`config.mk`:
```
export PLATFORM = sky130hd
export DESIGN_NAME = pipeline_hazard_ctrl
export DESIGN_NICKNAME = d
export VERILOG_FILES = /design/src/rtl/pipeline_hazard_ctrl.sv
export SDC_FILE = /design/constraint.sdc
export NUM_CORES = 1
export LEC_CHECK = 0
export CORE_UTILIZATION = 45
export CTS_BUF_LIST = sky130_fd_sc_hd__clkbuf_4
export CTS_CLUSTER_DIAMETER = 80
export CTS_CLUSTER_SIZE = 25
export DETAILED_ROUTE_END_ITERATION = 8
export MAX_ROUTING_LAYER = met4
export PLACE_DENSITY_LB_ADDON = 0.2
export SYNTH_ARGS = -nofsm -noshare
export SYNTH_HDL_FRONTEND = slang
export SYNTH_SLANG_ARGS = --single-unit
export TNS_END_PERCENT = 1
```
`constraint.sdc`:
```
create_clock -name clk -period 2.5 [get_ports clk]
set_clock_uncertainty 0.2 [all_clocks]
set_input_delay 0.5 -clock clk [delete_from_list [all_inputs] [get_ports clk]]
set_output_delay 0.5 -clock clk [all_outputs]
set_load 0.05 [all_outputs]
```
`src/rtl/pipeline_hazard_ctrl.sv`:
```
// pipeline_hazard_ctrl: load-use stall, branch flush, forwarding and memory-wait freeze for a 5-stage pipeline.
// Optional saturating performance counters are enabled with HAZARD_PERF_CNT_EN.
module pipeline_hazard_ctrl #(
    parameter int MEM_TIMEOUT = 16,
    parameter int CNT_W       = 16
) (
    input  logic             clk,
    input  logic             reset,
    input  logic [3:0]       id_rn,
    input  logic [3:0]       id_rm,
    input  logic [3:0]       id_rd,
    input  logic             id_use_rn,
    input  logic             id_use_rm,
    input  logic             id_use_rd,
    input  logic [3:0]       id_dst,
    input  logic             id_rf_e,
    input  logic             id_load,
    input  logic             id_b_taken,
    input  logic             mem_e,
    input  logic             mem_ready,
    output logic             pc_e,
    output logic             if_id_e,
    output logic             if_id_flush,
    output logic             nop_sel,
    output logic             pipe_hold,
    output logic [1:0]       fwd_a,
    output logic [1:0]       fwd_b,
    output logic [1:0]       fwd_c,
    output logic             mem_err,
    output logic [CNT_W-1:0] stall_cnt,
    output logic [CNT_W-1:0] flush_cnt,
    output logic [CNT_W-1:0] wait_cnt
);
    localparam int WC_W = $clog2(MEM_TIMEOUT + 1);

    typedef enum logic {RUN, MEM_WAIT} state_t;

    state_t          state;
    logic [WC_W-1:0] wcnt;
    logic [3:0]      ex_dst, mem_dst, wb_dst;
    logic            ex_rf_e, ex_load, mem_rf_e, mem_load, wb_rf_e;
    logic            mem_stall, hazard;

    // A load still in EX or MEM has no data yet: it blocks forwarding and raises the stall instead.
    function automatic logic [1:0] fwd_sel(input logic [3:0] r, input logic u);
        logic ex_hit, mem_hit, wb_hit;
        ex_hit  = ex_rf_e && ex_dst == r;
        mem_hit = mem_rf_e && mem_dst == r;
        wb_hit  = wb_rf_e && wb_dst == r;
        return (!u || r == 4'd15) ? 2'b00 :
               ex_hit  ? (ex_load  ? 2'b00 : 2'b01) :
               mem_hit ? (mem_load ? 2'b00 : 2'b10) :
               wb_hit  ? 2'b11 : 2'b00;
    endfunction

    function automatic logic load_use(input logic [3:0] r, input logic u);
        return u && ((ex_rf_e && ex_load && ex_dst == r) || (mem_rf_e && mem_load && mem_dst == r));
    endfunction

    assign mem_stall   = mem_e && !mem_ready;
    assign pipe_hold   = reset && (state == MEM_WAIT || mem_stall);
    assign hazard      = reset && state == RUN &&
                         (load_use(id_rn, id_use_rn) || load_use(id_rm, id_use_rm) || load_use(id_rd, id_use_rd));
    assign pc_e        = !pipe_hold && !hazard;
    assign if_id_e     = !pipe_hold && !hazard;
    assign nop_sel     = !pipe_hold && hazard;
    assign if_id_flush = reset && !pipe_hold && !hazard && id_b_taken;
    assign fwd_a       = fwd_sel(id_rn, id_use_rn);
    assign fwd_b       = fwd_sel(id_rm, id_use_rm);
    assign fwd_c       = fwd_sel(id_rd, id_use_rd);

    always_ff @(posedge clk or negedge reset) begin
        if (!reset) begin
            state   <= RUN;
            wcnt    <= '0;
            mem_err <= 1'b0;
        end else if (state == RUN) begin
            if (mem_stall) begin
                state <= MEM_WAIT;
                wcnt  <= WC_W'(1);
            end
        end else if (mem_ready) begin
            state <= RUN;
            wcnt  <= '0;
        end else if (wcnt == WC_W'(MEM_TIMEOUT)) begin
            state   <= RUN;
            wcnt    <= '0;
            mem_err <= 1'b1;
        end else begin
            wcnt <= wcnt + WC_W'(1);
        end
    end

    always_ff @(posedge clk or negedge reset) begin
        if (!reset) begin
            {ex_dst, ex_rf_e, ex_load}    <= '0;
            {mem_dst, mem_rf_e, mem_load} <= '0;
            {wb_dst, wb_rf_e}             <= '0;
        end else if (!pipe_hold) begin
            ex_dst   <= nop_sel ? 4'd0 : id_dst;
            ex_rf_e  <= !nop_sel && id_rf_e;
            ex_load  <= !nop_sel && id_load;
            mem_dst  <= ex_dst;
            mem_rf_e <= ex_rf_e;
            mem_load <= ex_load;
            wb_dst   <= mem_dst;
            wb_rf_e  <= mem_rf_e;
        end
    end

`ifdef HAZARD_PERF_CNT_EN
    always_ff @(posedge clk or negedge reset) begin
        if (!reset) begin
            stall_cnt <= '0;
            flush_cnt <= '0;
            wait_cnt  <= '0;
        end else begin
            if (nop_sel && stall_cnt != '1) stall_cnt <= stall_cnt + CNT_W'(1);
            if (if_id_flush && flush_cnt != '1) flush_cnt <= flush_cnt + CNT_W'(1);
            if (pipe_hold && wait_cnt != '1) wait_cnt <= wait_cnt + CNT_W'(1);
        end
    end
`else
    assign stall_cnt = '0;
    assign flush_cnt = '0;
    assign wait_cnt  = '0;
`endif
endmodule

```
Word level (Yosys, flattened, before mapping)
Index checks and enable logic that the tools add are counted.

operators by class
  muxes and demuxes = 23
  eq/ne operators = 13
  bitwise gates (word level) = 2
  add/subtract/negate cells = 1
  reduce and logical (&&, ||, !) cells = 49

operator list
  kind                 number
  $eq 4x4->1           9
  $logic_and 1x1->1    31
  $mux 2               13
  $mux 5               4
  $eq 4x4->1 const B   3
  $logic_or 1x1->1     9
  $logic_not 1->1      7
  $add 5x1->5 const B  1
  $eq 5x5->1 const B   1
  $mux 1               5
  $mux 4               1
  $reduce_and 3->1     1
  $not 1->1            2
  $reduce_bool 2->1    1

storage, ports and cells
  register bits after elaboration = 24

Logic depth before layout (Yosys ltp)
  word-level depth = 10
  depth in mapped cells = 7

Worst setup path before layout
No wires, ideal clock.

  path type = input to output
  start point = in id_rn[1]
  end point = out fwd_a[1]
  slack = -0.533 ns
  path buffers = 0
  required time = 1.800 ns
  stages on the path = 4
  arrival time = 2.333 ns
  cell sequence = xor2_1 > nor4_1 > a21oi_1 > nor3b_1

on the way
  longest elaborated chain between the ends = 6

RTL lines
  item                line  text
  start: declaration  9     input logic [3:0] id_rn,
  $eq 4x4->1          49    wb_hit = wb_rf_e && wb_dst == r;
  $logic_and 1x1->1   49
  $mux 2              53    wb_hit ? 2'b11 : 2'b00;
  $mux 2              52    mem_hit ? (mem_load ? 2'b00 : 2'b10) :
  $mux 2              51    ex_hit ? (ex_load ? 2'b00 : 2'b01) :
  $mux 2 (*)          50    return (!u || r == 4'd15) ? 2'b00 :
  end: declaration    26    output logic [1:0] fwd_a,

Mark *: on every way between the ends. The rest lies on a longest branch, timed or not.

Worst setup path after layout
  start point = reg mem_dst[0]
  end point = out if_id_flush

on the way
  longest elaborated chain between the ends = 10

RTL lines
  item                                 line  text
  start: declaration                   40    logic [3:0] ex_dst, mem_dst, wb_dst;
  start signal: assignment             103   mem_dst <= ex_dst;
  $eq 4x4->1                           57    return u && ((ex_rf_e && ex_load && ex_dst == r) || (mem_rf_e && mem_load && mem_dst == r));
  $logic_and 1x1->1                    57
  $logic_or 1x1->1                     57
  $logic_and 1x1->1                    57
  $logic_or 1x1->1                     63    (load_use(id_rn, id_use_rn) || load_use(id_rm, id_use_rm) || load_use(id_rd, id_use_rd));
  $logic_or 1x1->1 (*)                 63
  $logic_and 1x1->1 (*)                62    assign hazard = reset && state == RUN &&
  $logic_not 1->1 (*)                  67    assign if_id_flush = reset && !pipe_hold && !hazard && id_b_taken;
  $logic_and 1x1->1 (*) (2 in series)  67
  end: declaration                     23    output logic if_id_flush,

Marked as above.

==> qor.txt <==
outcome -> finished with violations
failing checks -> negative setup slack
Hold Crit Class -> in -> async
power consumption -> 1.49 mW
Area Growth Syn to Fin -> 43.2%
gpl congestion -> 0.897
pre-CTS WS -> -0.745 ns
multi-input logic area -> 0.00146 mm^2
syn_area_per_cell -> 8.87 um^2
CP max-delay cell -> dfrtp_2
fin cells -> 359
Mapped Cells -> 233
first-pass GRT wire length -> 8.42 mm
wire per inst -> 14.8 um
drt drc -> 0
post-DP HPWL -> 3.83 mm
largest fanout on the critical path -> 5
post-synthesis cell area -> 0.00207 mm^2
worst reg2reg path depth -> 6
Synth top area share -> 29.1%
max-cap violations -> 0
Leak Pwr -> 1.33 nW
total track usage -> 22.5%
Worst R2R Start -> mem_dst[1]
Placed Cells -> 353
clk buf depth -> 2
post-route minimum period -> 2.83 ns
Synth cell types -> 31
fin crit share -> 113%
Design Area, Final -> 0.00296 mm^2
Core ar. -> 0.00438 mm^2
DRT Pass-1 Iters -> 4
die area -> 0.00487 mm^2
# IOs -> 86
vias per inst -> 5.00
Cell Area, Placed -> 0.00271 mm^2
worst path cell trace -> xor2_1 > nor4_4 > a32o_2 > nor4_4 > and3_4 > buf_12
Setup CP Type -> reg -> out
# setup viols final -> 10
vias in the first global route -> 1818
I/O Buffers -> 37
Die H -> 69.8 um
DRT Wirelength -> 5.30 mm
top cells by area, synth -> dfrtp_1, buf_4, xor2_1, xnor2_1, mux2_2
vias -> 1796
pin count of the biggest net entering global routing -> 24
arrival time of the worst setup path -> 2.13 ns
Pins Over Slew Limit -> 0
initial antenna violation count -> 0
Routed Antenna Nets -> 0
overflow left after global routing -> 0
r2r endpoint -> ex_dst[0]
YS warnings -> 0
Max Clk Rate -> 354 MHz
FILL cells -> 377
cell accounting for the most synthesized area -> dfrtp_1
CP Capture Type -> output pin
Data required, critical path -> 1.80 ns
diode count -> 0
power density cells -> 503 mW/mm^2
Hold Violations, Final -> 0
H-tree level count -> 1
crit path launch type -> flop
Worst Slack Setup Final -> -0.326 ns
Num CTS Buffers -> 3
worst reg2reg setup slack -> 0.42 ns
initial core utilization -> 47.1%
CP most frequent cell -> nor4_4
Reg area -> 611 um^2
violation count after the first detailed-route iteration -> 132
layout net count -> 337
TritonCTS clock tree -> yes
FF+latch count, synth -> 24
Peak VDD IR -> 318 uV
RSZ-0062 raised after global routing -> yes
Critical Path Max Stage Delay -> 0.49 ns
num rows -> 24
share of cells above drive strength 1 -> 38.1%
CTS Root Cell -> clkbuf_4
clock slew at reported path FFs -> 0.13 ns
hold buffer count at CTS -> 0
sequential-to-total area share from yosys stat -> 29.1%
Chip Width -> 69.8 um
TritonCTS Sinks -> 24
Skew-Pair Late Insertion Delay -> 0.31 ns
-- per-stage QoR --
step | TNS (ns) | hold slack (ns) | utilization [%]
final | -2.57 | 0.274 | 67.5
after CTS | -2.37 | 0.266 | 65.4
after global placement | -7.99 | 0.248 | 61.8
after global routing | -3.47 | 0.268 | 67.5
after detailed placement | -8.40 | 0.248 | 61.8
after floorplan | -0.591 | 0.00441 | -
-- worst max path at each step --
stage | start | end | slack [ns] | cells past startpoint
floorplan | id_rm[1] | fwd_b[0] | -0.12 | 4
global placement | id_rm[0] | if_id_flush | -0.71 | 8
detailed placement | id_rm[0] | if_id_flush | -0.75 | 8
CTS | ex_dst[2] | if_id_flush | -0.30 | 7
global route | mem_dst[0] | pc_e | -0.42 | 6
finish | mem_dst[0] | if_id_flush | -0.33 | 6
-- cell type report --
class                      count  area share, %
multi-input combinational    197           49.3
timing repair buffer          78           26.5
sequential                    24           20.6
tap                           52           2.20
clock buffer                   3          0.761
inverter                       5          0.634
-- logic make-up after synthesis --
kind of cell / synth area share, %
buffers and inverters: 19.9
DFF: 29.1
xor gates and xnor gates: 16.1
adders and majority gates: 1.21
AOI/OAI and AO/OA: 12.5
muxes: 5.45
other: 0.181
and+or+nand+nor: 15.6
-- timing repair --
| item | in CTS | in global routing |
|---|---|---|
| resized for setup | 54 | 17 |
| buffers inserted | 5 | 2 |
| pin swaps | 19 | 8 |
| setup endpoints to repair | 16 | 11 |
-- metal layers --
layer	track usage (%)	part of all wire [%]	wire [um]	vias up
met4	13.1	3.9	206	0
met5	-	0	0	-
li1	-	-	-	848
met2	38.0	51	2700	67
met1	26.2	41	2170	863
met3	1.60	4.2	223	18
-- worst max-delay path: cells and delay by family, from the launching register on --
family	cells	cell delay [ns]
compound gates	1	0.28
xor+xnor	1	0.29
buf+inv	1	0.13
flops	1	0.49
simple gates	3	0.62
-- state kept, by name, summed over array words and instances, names as in the netlist, 4 cells and up --
| register | cells |
|---|---|
| wcnt | 5 |
| ex_dst | 4 |
| mem_dst | 4 |
| wb_dst | 4 |
-- synth_stat cells, drive strengths merged --
cell type  count
a211oi         4
a21o           8
a21oi         13
a22o           2
a31oi          1
a32o           4
and2           1
and3           5
buf           51
clkbuf         3
conb           1
dfrtp         24
ha             2
inv            5
mux2          10
nand2         20
nand2b         1
nand3         11
nand4          3
nor2           8
nor2b          3
nor3b          3
nor4           7
o21ai          3
o22ai          1
o311a          1
xnor2         13
xor2          25
-- power breakdown --
part           total, mW  internal [mW]  leakage, nW  switching (mW)
clock              0.167         0.0563       0.0138           0.111
sequential         0.534          0.444        0.275          0.0901
combinational      0.788          0.326         1.05           0.462
-- layout by cell type (no fill, tap or decap), drive strengths merged, types with 2 or more instances in the layout --
master and n:
o21ai 3, a21o 8, conb 48, xnor2 13, nand4 3, clkdlybuf4s15 5, a22o 2, dfrtp 24
nand2 20, nand3 11, inv 5, nor3b 3, a211oi 4, clkdlybuf4s50 14, nor2 8, xor2 25
and3 5, mux2 10, clkbuf 7, a32o 4, buf 52, nor4 7, ha 2, a21oi 13
nor2b 3, dlygate4sd2 3
Note: power is estimated with default switching activity, not from simulation.
